**src/rtl/text_pkg.sv**
```systemverilog
// Shared definitions for the text-page dump path.
//   TEXT_COLS / TEXT_ROWS / TEXT_ADDR_W : default page geometry and address width
//   ASCII_CR / ASCII_LF / ASCII_SUBST   : line terminators and the stand-in for unprintable bytes
//   dump_state_t                        : state encoding of the dump sequencer
//   printable_or_dot()                  : maps a character cell to the byte put on the wire
package text_pkg;

    localparam int TEXT_COLS   = 80;
    localparam int TEXT_ROWS   = 60;
    localparam int TEXT_ADDR_W = 13;

    localparam logic [7:0] ASCII_CR    = 8'h0D;
    localparam logic [7:0] ASCII_LF    = 8'h0A;
    localparam logic [7:0] ASCII_SUBST = 8'h2E;

    typedef enum logic [2:0] {
        IDLE,
        WAIT_BLANK,
        ADDR,
        READ,
        SEND,
        EOL_CR,
        EOL_LF,
        FINISH
    } dump_state_t;

    // Control codes and high-bit bytes would confuse the host terminal, so
    // only 0x20..0x7E go out as-is.
    function automatic logic [7:0] printable_or_dot(input logic [7:0] b);
        return ((b >= 8'h20) && (b <= 8'h7E)) ? b : ASCII_SUBST;
    endfunction

endpackage

```
**src/rtl/uart_tx_byte.sv**
```systemverilog
// 8N1 UART transmitter for a single byte.
//   CLOCK_50 : system clock (rising edge)
//   RESET_N  : asynchronous active-low reset; line returns to idle high at once
//   load     : accept data when ready is high
//   data     : byte to send, LSB first
//   ready    : high when a new byte can be accepted
//   tx       : serial line, idle high
module uart_tx_byte #(
    parameter int CLKS_PER_BIT = 434
) (
    input  logic       CLOCK_50,
    input  logic       RESET_N,
    input  logic       load,
    input  logic [7:0] data,
    output logic       ready,
    output logic       tx
);
    localparam int BAUD_W = (CLKS_PER_BIT > 1) ? $clog2(CLKS_PER_BIT) : 1;
    localparam logic [BAUD_W-1:0] BAUD_LAST = BAUD_W'(CLKS_PER_BIT - 1);

    logic [BAUD_W-1:0] baud_cnt_reg;
    logic [3:0]        bit_cnt_reg;   // 0 = start bit, 1..8 = data, 9 = stop bit
    logic [8:0]        shift_reg;     // remaining data bits followed by the stop bit
    logic              active_reg;
    logic              tx_reg;
    logic              frame_last;

    assign frame_last = active_reg && (bit_cnt_reg == 4'd9) && (baud_cnt_reg == BAUD_LAST);
    // Ready is raised during the final stop-bit cycle so the caller can see
    // the frame boundary without an extra cycle of delay.
    assign ready = !active_reg || frame_last;
    assign tx    = tx_reg;

    always_ff @(posedge CLOCK_50 or negedge RESET_N) begin
        if (!RESET_N) begin
            baud_cnt_reg <= '0;
            bit_cnt_reg  <= '0;
            shift_reg    <= '1;
            active_reg   <= 1'b0;
            tx_reg       <= 1'b1;
        end else if (load && ready) begin
            shift_reg    <= {1'b1, data};
            tx_reg       <= 1'b0;
            bit_cnt_reg  <= '0;
            baud_cnt_reg <= '0;
            active_reg   <= 1'b1;
        end else if (active_reg) begin
            if (baud_cnt_reg == BAUD_LAST) begin
                baud_cnt_reg <= '0;
                if (bit_cnt_reg == 4'd9) begin
                    active_reg <= 1'b0;
                    tx_reg     <= 1'b1;
                end else begin
                    tx_reg      <= shift_reg[0];
                    shift_reg   <= {1'b1, shift_reg[8:1]};
                    bit_cnt_reg <= bit_cnt_reg + 4'd1;
                end
            end else begin
                baud_cnt_reg <= baud_cnt_reg + 1'b1;
            end
        end
    end

endmodule

```
**src/rtl/text_dump_tx.sv**
```systemverilog
// Dumps the text page over UART, one row per line (COLS chars + CR LF).
// Memory is only touched while the display is in blanking (disp low).
//   CLOCK_50 / RESET_N : clock, asynchronous active-low reset
//   start              : one-cycle request to dump the page (ignored while busy)
//   disp               : display owns the memory when high
//   mem_req / mem_addr : claim the text-page port and the linear cell address
//   mem_q              : read data, valid the cycle after the address is sampled
//   tx                 : UART line, idle high
//   busy / done        : dump in progress / one-cycle completion pulse
module text_dump_tx
    import text_pkg::*;
#(
    parameter int CLKS_PER_BIT = 434,
    parameter int COLS         = TEXT_COLS,
    parameter int ROWS         = TEXT_ROWS,
    parameter int ADDR_W       = TEXT_ADDR_W
) (
    input  logic              CLOCK_50,
    input  logic              RESET_N,
    input  logic              start,
    input  logic              disp,
    output logic              mem_req,
    output logic [ADDR_W-1:0] mem_addr,
    input  logic [7:0]        mem_q,
    output logic              tx,
    output logic              busy,
    output logic              done
);
    localparam int COL_W = (COLS > 1) ? $clog2(COLS) : 1;
    localparam int ROW_W = (ROWS > 1) ? $clog2(ROWS) : 1;
    localparam logic [COL_W-1:0] COL_LAST = COL_W'(COLS - 1);
    localparam logic [ROW_W-1:0] ROW_LAST = ROW_W'(ROWS - 1);

    dump_state_t       state_reg;
    logic [COL_W-1:0]  col_reg;
    logic [ROW_W-1:0]  row_reg;
    logic [ADDR_W-1:0] addr_reg;
    logic              mem_req_reg;
    logic              busy_reg;
    logic              done_reg;
    logic              launched_reg;  // CR/LF frame already handed to the UART

    logic              uart_load;
    logic [7:0]        uart_data;
    logic              uart_ready;

    assign mem_req  = mem_req_reg;
    assign mem_addr = addr_reg;
    assign busy     = busy_reg;
    assign done     = done_reg;

    // The character byte goes straight from mem_q into the UART in READ, so
    // the first start bit follows READ with no extra staging cycle.
    always_comb begin
        uart_load = 1'b0;
        uart_data = printable_or_dot(mem_q);
        case (state_reg)
            READ:    uart_load = !disp && uart_ready;
            EOL_CR: begin
                uart_data = ASCII_CR;
                uart_load = !launched_reg && uart_ready;
            end
            EOL_LF: begin
                uart_data = ASCII_LF;
                uart_load = !launched_reg && uart_ready;
            end
            default: ;
        endcase
    end

    always_ff @(posedge CLOCK_50 or negedge RESET_N) begin
        if (!RESET_N) begin
            state_reg    <= IDLE;
            col_reg      <= '0;
            row_reg      <= '0;
            addr_reg     <= '0;
            mem_req_reg  <= 1'b0;
            busy_reg     <= 1'b0;
            done_reg     <= 1'b0;
            launched_reg <= 1'b0;
        end else begin
            case (state_reg)
                IDLE: if (start) begin
                    col_reg   <= '0;
                    row_reg   <= '0;
                    addr_reg  <= '0;
                    busy_reg  <= 1'b1;
                    state_reg <= WAIT_BLANK;
                end
                WAIT_BLANK: if (!disp) begin
                    mem_req_reg <= 1'b1;
                    state_reg   <= ADDR;
                end
                ADDR: if (disp) begin
                    mem_req_reg <= 1'b0;
                    state_reg   <= WAIT_BLANK;
                end else begin
                    state_reg <= READ;
                end
                READ: if (disp) begin
                    // Active video began mid-read: drop the data, retry this cell.
                    mem_req_reg <= 1'b0;
                    state_reg   <= WAIT_BLANK;
                end else if (uart_ready) begin
                    mem_req_reg <= 1'b0;
                    state_reg   <= SEND;
                end
                SEND: if (uart_ready) begin
                    // Hold addr on the very last cell so it stays inside the page.
                    if (!((col_reg == COL_LAST) && (row_reg == ROW_LAST)))
                        addr_reg <= addr_reg + 1'b1;
                    if (col_reg == COL_LAST) begin
                        col_reg      <= '0;
                        launched_reg <= 1'b0;
                        state_reg    <= EOL_CR;
                    end else begin
                        col_reg   <= col_reg + 1'b1;
                        state_reg <= WAIT_BLANK;
                    end
                end
                EOL_CR: if (uart_ready) begin
                    if (!launched_reg) begin
                        launched_reg <= 1'b1;
                    end else begin
                        launched_reg <= 1'b0;
                        state_reg    <= EOL_LF;
                    end
                end
                EOL_LF: if (uart_ready) begin
                    if (!launched_reg) begin
                        launched_reg <= 1'b1;
                    end else begin
                        launched_reg <= 1'b0;
                        if (row_reg == ROW_LAST) begin
                            busy_reg  <= 1'b0;
                            done_reg  <= 1'b1;
                            state_reg <= FINISH;
                        end else begin
                            row_reg   <= row_reg + 1'b1;
                            state_reg <= WAIT_BLANK;
                        end
                    end
                end
                FINISH: begin
                    done_reg  <= 1'b0;
                    state_reg <= IDLE;
                end
                default: state_reg <= IDLE;
            endcase
        end
    end

    uart_tx_byte #(
        .CLKS_PER_BIT(CLKS_PER_BIT)
    ) u_uart (
        .CLOCK_50(CLOCK_50),
        .RESET_N (RESET_N),
        .load    (uart_load),
        .data    (uart_data),
        .ready   (uart_ready),
        .tx      (tx)
    );

endmodule

```
**config.mk**
```make
export PLATFORM = sky130hd
export DESIGN_NAME = text_dump_tx
export DESIGN_NICKNAME = d
export VERILOG_FILES = /design/src/rtl/text_pkg.sv /design/src/rtl/uart_tx_byte.sv /design/src/rtl/text_dump_tx.sv
export SDC_FILE = /design/constraint.sdc
export NUM_CORES = 1
export LEC_CHECK = 0
export ABC_CLOCK_PERIOD_IN_PS = 5450
export CORE_ASPECT_RATIO = 0.75
export CORE_MARGIN = 4
export CORE_UTILIZATION = 60
export DETAILED_ROUTE_END_ITERATION = 10
export PLACE_DENSITY = 0.83
export SKIP_LAST_GASP = 1
export SLEW_MARGIN = 0
export SYNTH_ARGS = -nofsm -noshare
export SYNTH_HDL_FRONTEND = slang
export SYNTH_SLANG_ARGS = --single-unit
```
**constraint.sdc**
```tcl
create_clock -name CLOCK_50 -period 5.45 [get_ports CLOCK_50]
set_input_delay 0.545 -clock CLOCK_50 [delete_from_list [all_inputs] [get_ports CLOCK_50]]
set_output_delay 0.545 -clock CLOCK_50 [all_outputs]
set_load 0.005 [all_outputs]
```
Yosys cells after proc, flatten, opt, wreduce, memory -nomap -nowiden
Cells that the tools add are included. W data, S select, Z words.

Register bits: 57. Bits of input ports: 12. Output and inout port bits: 17. Word-level logic and storage cells: 143.

Add/subtract/negate cells: 5. Order comparisons: 2. Equal/unequal tests: 26. Multiplexer cells: 67. Reduce and logical (&&, ||, !) cells: 30.

Operators with widths (count): $mux W9 (7); $mux W13 (3); $mux W3 (11); $pmux W13 S2 (1); $mux W6 (4); $pmux W3 S8 (1); $mux W1 (23); $mux W7 (3); $ne A2 B2 Y1 const B (10); $mux W4 (4); $pmux W8 S2 (1); $reduce_and A4 Y1 (4); $pmux W7 S2 (1); $add A13 B1 Y13 const B (1); $eq A3 B3 Y1 const B (4); $pmux W6 S2 (1); $reduce_bool A2 Y1 (6); $reduce_and A5 Y1 (2); $add A9 B1 Y9 const B (1); $eq A9 B9 Y1 const B (1); $ge A8 B6 Y1 const B (1); $le A8 B7 Y1 const B (1); $mux W8 (1); $ne A2 B1 Y1 const B (4); 21 further kinds (34).

Longest topological paths before layout
Gate-level depths: netlist (run 1).

Depth in word-level cells: 9. Mapped depth: 8. Mapped depth without buffers: 7.

Hierarchy
Synthesis (run 1) repeated with hierarchy kept, for this count alone.

Cells, all modules: 373. Area total of the unflattened synthesis: 3377.0 µm².

Modules (own cells, without submodules): text_dump_tx (instances 1, cells each 253, area each 2143.3 µm², seq. area each 825.8 µm²); uart_tx_byte (instances 1, cells each 120, area each 1233.7 µm², seq. area each 586.8 µm²).

Worst setup path before layout (run 1)
Ideal clock, no wire load.

Kind: reg-to-reg. Start: register u_uart.baud_cnt_reg[1]. End: register u_uart.shift_reg[3]. Library setup time: 82 ps. Arrival: 1934 ps. Setup slack: 3434 ps. Stages on the path, launching flop included: 8. Buffers on the path: 0. Clock period less this slack: 2016 ps. Cell sequence: dfrtp_1 -> inv_1 -> ha_1 -> nand4b_1 -> o31a_1 -> nor2_2 -> mux2_2 -> mux2_2.

Longest elaborated chain between the ends: 8. Elaborated cells on any way between the ends: 12. Those cells by class: eq/ne: 2; mux: 2; reduce/logical: 8.

Ends and longest elaborated chain: start, declared (RTL line uart_tx_byte.sv:21) `logic [BAUD_W-1:0] baud_cnt_reg;`; start signal, assigned (RTL line uart_tx_byte.sv:59) `baud_cnt_reg <= baud_cnt_reg + 1'b1;`; $eq A9 B9 Y1 (*) (RTL line uart_tx_byte.sv:28, uart_tx_byte.sv:48); $logic_and A1 B1 Y1 (RTL line uart_tx_byte.sv:28) `assign frame_last = active_reg && (bit_cnt_reg == 4'd9) && (baud_cnt_reg == BAUD_LAST);`; $logic_or A1 B1 Y1 (RTL line uart_tx_byte.sv:31) `assign ready = !active_reg || frame_last;`; $logic_and A1 B1 Y1, on equally long branches (RTL line text_dump_tx.sv:61, text_dump_tx.sv:65, text_dump_tx.sv:58); $pmux W1 S2 (RTL line text_dump_tx.sv:57) `case (state_reg)`; $logic_and A1 B1 Y1 (RTL line uart_tx_byte.sv:41) `end else if (load && ready) begin`; $ne A2 B2 Y1 (no line) or $reduce_bool A2 Y1 (tied branches); $reduce_and A3 Y1 (no line); end signal, assigned (RTL line uart_tx_byte.sv:42) `shift_reg <= {1'b1, data};`; end signal, assigned (RTL line uart_tx_byte.sv:55) `shift_reg <= {1'b1, shift_reg[8:1]};`; end, declared (RTL line uart_tx_byte.sv:23) `logic [8:0] shift_reg;`.

Mark *: on every way between the ends. The rest lies on a longest branch, timed or not. A chain may end at the register's enable or synchronous reset.

Worst setup path after layout (run 1)
Start: register u_uart.bit_cnt_reg[1]. End: register u_uart.shift_reg[3].

Longest elaborated chain between the ends: 9. Elaborated cells on any way between the ends: 13. Those cells by class: eq/ne: 2; mux: 2; reduce/logical: 9.

Ends and longest elaborated chain: start, declared (RTL line uart_tx_byte.sv:22) `logic [3:0] bit_cnt_reg;`; start signal, assigned (RTL line uart_tx_byte.sv:56) `bit_cnt_reg <= bit_cnt_reg + 4'd1;`; $eq A4 B4 Y1 (*) (RTL line uart_tx_byte.sv:28, uart_tx_byte.sv:50); $logic_and A1 B1 Y1 (2 in series) (RTL line uart_tx_byte.sv:28); $logic_or A1 B1 Y1 (RTL line uart_tx_byte.sv:31); $logic_and A1 B1 Y1, on equally long branches (RTL line text_dump_tx.sv:61, text_dump_tx.sv:65, text_dump_tx.sv:58); $pmux W1 S2 (RTL line text_dump_tx.sv:57); $logic_and A1 B1 Y1 (RTL line uart_tx_byte.sv:41); $ne A2 B2 Y1 (no line) or $reduce_bool A2 Y1 (tied branches); $reduce_and A3 Y1 (no line).

Marks and branches as above.

==> run metrics, run 1 <==
Final Skew 0.006392 ns; first-pass GRT wire length 11930 µm; Die Ht 71.51 µm; Power, Total 0.7392 mW; Max H-tree Level 2; ys async rst share 100.0%; Resized Gates After CTS 0; CTS tree yes; NumNets Final 394; CP top delay family simple AND/OR/NAND/NOR gates; minimum clock period 2.717 ns; initial antenna violation count 0; Final Hold Violating Endpoints 0; Final Cycle Share 49.85%; total number of vias 2763; worst hold slack 0.3445 ns; Cell Area, Synth 0.003227 mm²; # hold bufs at CTS 0; Slew @ Worst Pin 0.7586 ns; arrival time worst endpoint 2.97 ns; Mapped Avg Cell Area 9.193 µm²; Root Buffer Master clkbuf_8; Die Width 92.68 µm; Max-cap violations 0; drt pass-1 iters 5; critical-path cell list inv_1 > ha_1 > nand3b_1 > o31a_1 > nor2_2 > mux2_2 > mux2_2; Yosys cell types 65; FILL cells 384; worst-skew pair later-pin latency 0.31 ns; Post-CTS Setup Bufs 0; Synth Register Bits 56; share of layout cells above drive strength 1 9.309%; Startpoint Class flip-flop; slowest stage delay, CP 0.59 ns; CP Buf/Inv Count 1; Slew Limit Fails 0; Die Footprint 0.006628 mm²; overall routed net length 7102 µm; Residual DRC 0; ys flop type dfrtp_1; f_max 368.1 MHz; nature of the critical path endpoint flip-flop; Area Overhead vs Synth 13.18%; Post-synth EDFFs 0; Max Root-Sink Buffers 2; TritonCTS Sinks 56; Antenna Nets Post-Route 0; Slew Limit Headroom 49.43%; global-route usage over all layers 22.08%; RSZ-0062 raised after global routing false; status finished, final reports clean; Synth area leader dfrtp_1; most used cell, CP mux2_2; post-synth top area share 36.45%; total grt overflow 0; num ports 29; largest net degree at the start of global routing 57; site row count 22; CP max-delay cell nor2_2; peak supply drop 128.3 µV; hpwl dp 4978 µm; Synth area leaders dfrtp_1, dfstp_2, o21ai_0; Worst-path clk slew 0.10 ns; Min-Delay Path Class primary input to asynchronous set/reset pin; Port Buffer Count 28; register area share after synthesis 43.78%; Final Wtd Congestion 0.7942; syn nets 370; vias in the first global route 2552; Antenna diodes 0; CP Data Required Time 5.70 ns; Wirelength per Cell 15.85 µm; total CTS buffers 5; max FFs per register 13; CP Max Fanout 15; Leak Pwr 1.395 nW; Pwr per Cell Area 202.4 mW/mm²; final setup fails 0; Core Box Area 0.005037 mm²; initial core utilization 64.06%; setup_tns 0 ns; DRT iter0 DRCs 237; Syn Inst Count 351; Synth warnings 0; critical path class flip-flop to flip-flop; DR vias/cell 6.167
-- per-layer routing --
layer / wire [µm] / share of wire [%] / vias to the layer above / global-route usage [%]
met5: 0 / 0 / - / 0
met4: 82 / 1.2 / 0 / 6.179
met3: 436 / 6.1 / 12 / 4.617
met2: 3268 / 46 / 93 / 34.24
met1: 3315 / 47 / 1317 / 31.67
li1: - / - / 1341 / -
-- stage by stage --
step	setup slack [ns]	utilization, %	cells	area [µm²]
after floorplan	3.434	-	351	3227
after global placement	2.637	70.37	440	3545
after detailed placement	2.538	70.37	440	3545
after CTS	2.763	72.50	448	3652
after global routing	2.596	72.50	448	3652
final	2.733	72.50	448	3652
-- worst reg2reg max path, stage by stage, from the launching register on --
cell and delay [ns]:
dfrtp_1 0.42, inv_1 0.07, ha_1 0.14, nand3b_1 0.20
o31a_1 0.56, nor2_2 0.59, mux2_2 0.40, mux2_2 0.26
-- cell usage in the layout, fill, tap and decap left out, types with 4 or more instances in the layout --
cell / netlist / final
nand2b_1: 5 / 5
nor2b_1: 4 / 4
inv_1: 9 / 9
and3_1: 7 / 7
dfstp_2: 9 / 9
mux2_2: 5 / 5
or3_1: 6 / 6
ha_1: 7 / 7
clkbuf_8: 0 / 5
o21ai_0: 42 / 42
nor2_1: 35 / 35
xor2_1: 9 / 9
a21oi_1: 16 / 16
nor3_1: 7 / 7
dfrtp_1: 47 / 47
nand4_1: 11 / 11
nand3_1: 15 / 15
mux2i_1: 5 / 5
xnor2_1: 4 / 4
o31ai_1: 6 / 6
nand2_1: 33 / 33
clkdlybuf4s50_1: 0 / 27
-- power breakdown --
group	total, mW	leakage [nW]	switching (mW)	internal, mW
sequential	0.428	0.648	0.00684	0.421
clock	0.270	0.0552	0.133	0.137
combinational	0.0411	0.692	0.0205	0.0206
total	0.739	1.40	0.161	0.578
-- worst paths after layout --
check / start / to / slack, ns / depth (start not counted)
worst max register to register: u_uart.bit_cnt_reg[1]$_DFFE_PN0P_ / u_uart.shift_reg[3]$_DFFE_PN1P_ / 2.73 / 7
min in group CLOCK_50: u_uart.shift_reg[0]$_DFFE_PN1P_ / u_uart.shift_reg[0]$_DFFE_PN1P_ / 0.51 / 2
worst min-delay path: RESET_N / col_reg[5]$_DFFE_PN0P_ / 0.34 / 2
max in group asynchronous: RESET_N / mem_addr[5]$_DFFE_PN0P_ / 4.63 / 2
worst max-delay path: u_uart.bit_cnt_reg[1]$_DFFE_PN0P_ / u_uart.shift_reg[3]$_DFFE_PN1P_ / 2.73 / 7
worst min register to register: u_uart.shift_reg[0]$_DFFE_PN1P_ / u_uart.shift_reg[0]$_DFFE_PN1P_ / 0.51 / 2
-- synth_stat cells (all sizes together) (4+ instances only) --
master / number
inv: 9
dfstp: 9
a21oi: 17
or3: 6
nand2: 33
nand3: 15
nand2b: 5
xor2: 9
mux2: 5
o31ai: 7
xnor2: 4
buf: 6
o21ai: 43
nor3: 9
and3: 7
dfrtp: 47
nand4: 11
mux2i: 5
nor2b: 4
nor2: 36
ha: 7
clkbuf: 8
-- cells by family after synthesis --
| kind of cell | after synthesis | synth area share (%) |
|---|---|---|
| AO/OA/AOI/OAI | 94 | 18.34 |
| adder cells (fa/ha/maj) | 7 | 2.714 |
| AND/OR/NAND/NOR | 148 | 25.13 |
| buffers and inverters | 23 | 3.218 |
| flip-flops | 56 | 43.78 |
| XOR/XNOR | 13 | 3.529 |
| multiplexers | 10 | 3.296 |
-- area by class of cell --
cell class | instances | area [µm²] | area share (%)
Timing Repair Buffer | 31 | 297.8 | 8.153
Inverter | 9 | 33.78 | 0.9250
Clock inverter | 2 | 35.03 | 0.9592
Clock buffer | 6 | 72.57 | 1.987
Sequential cell | 56 | 1413 | 38.68
Tap cell | 72 | 90.09 | 2.467
Multi-Input combinational cell | 272 | 1710 | 46.83
Power figures use the tool's default switching activity.
==> inputs of run 2 (changes only) <==
ABC_CLOCK_PERIOD_IN_PS = 2300   (was 5450)
CORE_UTILIZATION = 52   (was 60)
PLACE_DENSITY = 0.76   (was 0.83)
clock period = 2.3 ns   (was 5.45 ns; I/O delays follow)
==> run 2 against run 1 <==
Net effect: design area up 4.5%; worst hold slack better by 0.13 ns; critical endpoint is now col_reg[6]$_DFFE_PN0P_; critical path depth unchanged; fmax up 26%; combinational power rose to 2.5 times the previous value; power up 130%; first-iteration DRC count up 15%; cell count up 5.4%; clock skew up 0.0037 ns; global-route usage down 1.8 points; clock power up 110%; largest power group unchanged.
==> run metrics, run 2 (synthesized netlist as in run 1, its figures left out) <==
status finished, final reports clean; Slew Limit Headroom 54.75%; global-route usage over all layers 20.30%; most frequent cells in the layout dfrtp_1, o21ai_0, nor2_1, nand2_1, clkdlybuf4s50_1; initial antenna violation count 0; met2 wire length 3152 µm; CP Max Fanout 13; Leak Pwr 1.508 nW; Min-Delay Path Class primary input to asynchronous set/reset pin; pre-CTS setup slack 0.06381 ns; Port Buffer Count 28; FILL cells 479; Slew Limit Fails 0; NumNets Final 412; critical path class flip-flop to flip-flop; commonest non-fill, non-tap cell in the layout dfrtp_1; final setup fails 0; Design Area, Final 0.003817 mm²; share of layout cells above drive strength 1 13.96%; DRT iter0 DRCs 273; Startpoint Class flip-flop; metal3 WL 353 µm; metal1 wirelength 3699 µm; Internal 1.298 mW; CP top delay family compound AO/OA/AOI/OAI gates; Antenna Nets Post-Route 0; Worst-path clk slew 0.10 ns; Top Layer Used met4; Pwr per Cell Area 441.2 mW/mm²; multi-input logic area 0.001732 mm²; critical-path cell list inv_1 > ha_1 > nand4b_1 > o31a_4 > a21o_1 > o311ai_1 > a32o_1; Die Footprint 0.007543 mm²; Die Width 98.96 µm; worst hold slack 0.4761 ns; Final Hold Violating Endpoints 0; arrival time worst endpoint 2.41 ns; hpwl dp 5264 µm; max FFs per register 13; CP Data Required Time 2.55 ns; vias in the first global route 2657; total number of vias 2815; Core Box Area 0.005916 mm²; Residual DRC 0; Register Area 0.001413 mm²; Reg power frac 60.2%; Area after DPL 0.003647 mm²; Max Root-Sink Buffers 2; Final Cycle Share 93.95%; Post-Layout Cell Count 472; initial core utilization 54.55%; Finished Core Util 64.53%; first-pass GRT wire length 12650 µm; Slew @ Worst Pin 0.6731 ns; worst-skew pair later-pin latency 0.31 ns; site row count 24; Area Overhead vs Synth 18.30%; total CTS buffers 5; Final Skew 0.01011 ns; power share of the clock group 33.6%; peak supply drop 322.2 µV; num ports 29; f_max 462.8 MHz; Wirelength per Cell 15.49 µm; RSZ-0062 raised after global routing true; slowest stage delay, CP 0.43 ns; minimum clock period 2.161 ns; TritonCTS Sinks 56; CP max-delay cell o31a_4; Comb pwr share 6.2%; Worst Slack Setup Final 0.1391 ns; drt pass-1 iters 6; total grt overflow 0; Antenna diodes 0; Final Wtd Congestion 0.8141; Max-cap violations 0; setup_tns 0 ns; sw frac 22.91%; DR vias/cell 5.964; overall routed net length 7309 µm; nature of the critical path endpoint flip-flop; placed insts 457; CP Buf/Inv Count 1; Switch Pwr 0.3858 mW; largest net degree at the start of global routing 31; Root Buffer Master clkbuf_8; Max H-tree Level 2; Power, Total 1.684 mW; Die Ht 76.22 µm; CTS tree yes
[run 2: metal layers]
layer | vias up | track usage (%)
met5 | - | 0
met4 | 0 | 4.093
met3 | 12 | 4.666
met2 | 83 | 30.43
met1 | 1344 | 30.08
li1 | 1376 | -
[run 2: path summary, 6_finish.rpt]
kind                       slack (ns)                                from                         endpoint  depth (start not counted)
max                              0.14  u_uart.baud_cnt_reg[1]$_DFFE_PN0P_           col_reg[6]$_DFFE_PN0P_                          7
min                              0.48                             RESET_N              mem_req$_DFFE_PN0P_                          2
max reg2reg                      0.14  u_uart.baud_cnt_reg[1]$_DFFE_PN0P_           col_reg[6]$_DFFE_PN0P_                          7
min reg2reg                      0.51     u_uart.shift_reg[6]$_DFFE_PN1P_  u_uart.shift_reg[6]$_DFFE_PN1P_                          2
max in group asynchronous        1.17                             RESET_N  u_uart.shift_reg[1]$_DFFE_PN1P_                          3
min in group CLOCK_50            0.51     u_uart.shift_reg[6]$_DFFE_PN1P_  u_uart.shift_reg[6]$_DFFE_PN1P_                          2
[run 2: power by group through the flow]
stage / registers [mW] / clock network, mW / logic (mW)
after floorplan: 1.03 / 0 / 0.0290
after global placement: 1.03 / 0 / 0.104
after detailed placement: 1.03 / 0 / 0.105
after CTS: 1.01 / 0.581 / 0.107
after global routing: 1.02 / 0.627 / 0.118
final: 1.01 / 0.566 / 0.104
[run 2: cell type report]
type                       instances  area share (%)
clock inverter                     1          0.1967
multi-input combinational        272           45.36
inverter                           9          0.8850
timing repair buffer              49           11.73
tap                               78           2.557
clock buffer                       7           2.262
sequential                        56           37.00
[run 2: worst register-to-register path: stages (launching register included)]
cell	delay, ns
dfrtp_1	0.42
inv_1	0.06
ha_1	0.13
nand4b_1	0.25
o31a_4	0.43
a21o_1	0.29
o311ai_1	0.30
a32o_1	0.20
[run 2: repair_timing]
item                       4_1_cts  5_1_grt
hold buffers                     1        0
hold endpoints to repair        22        0
setup endpoints to repair        0       22
setup buffers                    0        6
resized for setup                0        4
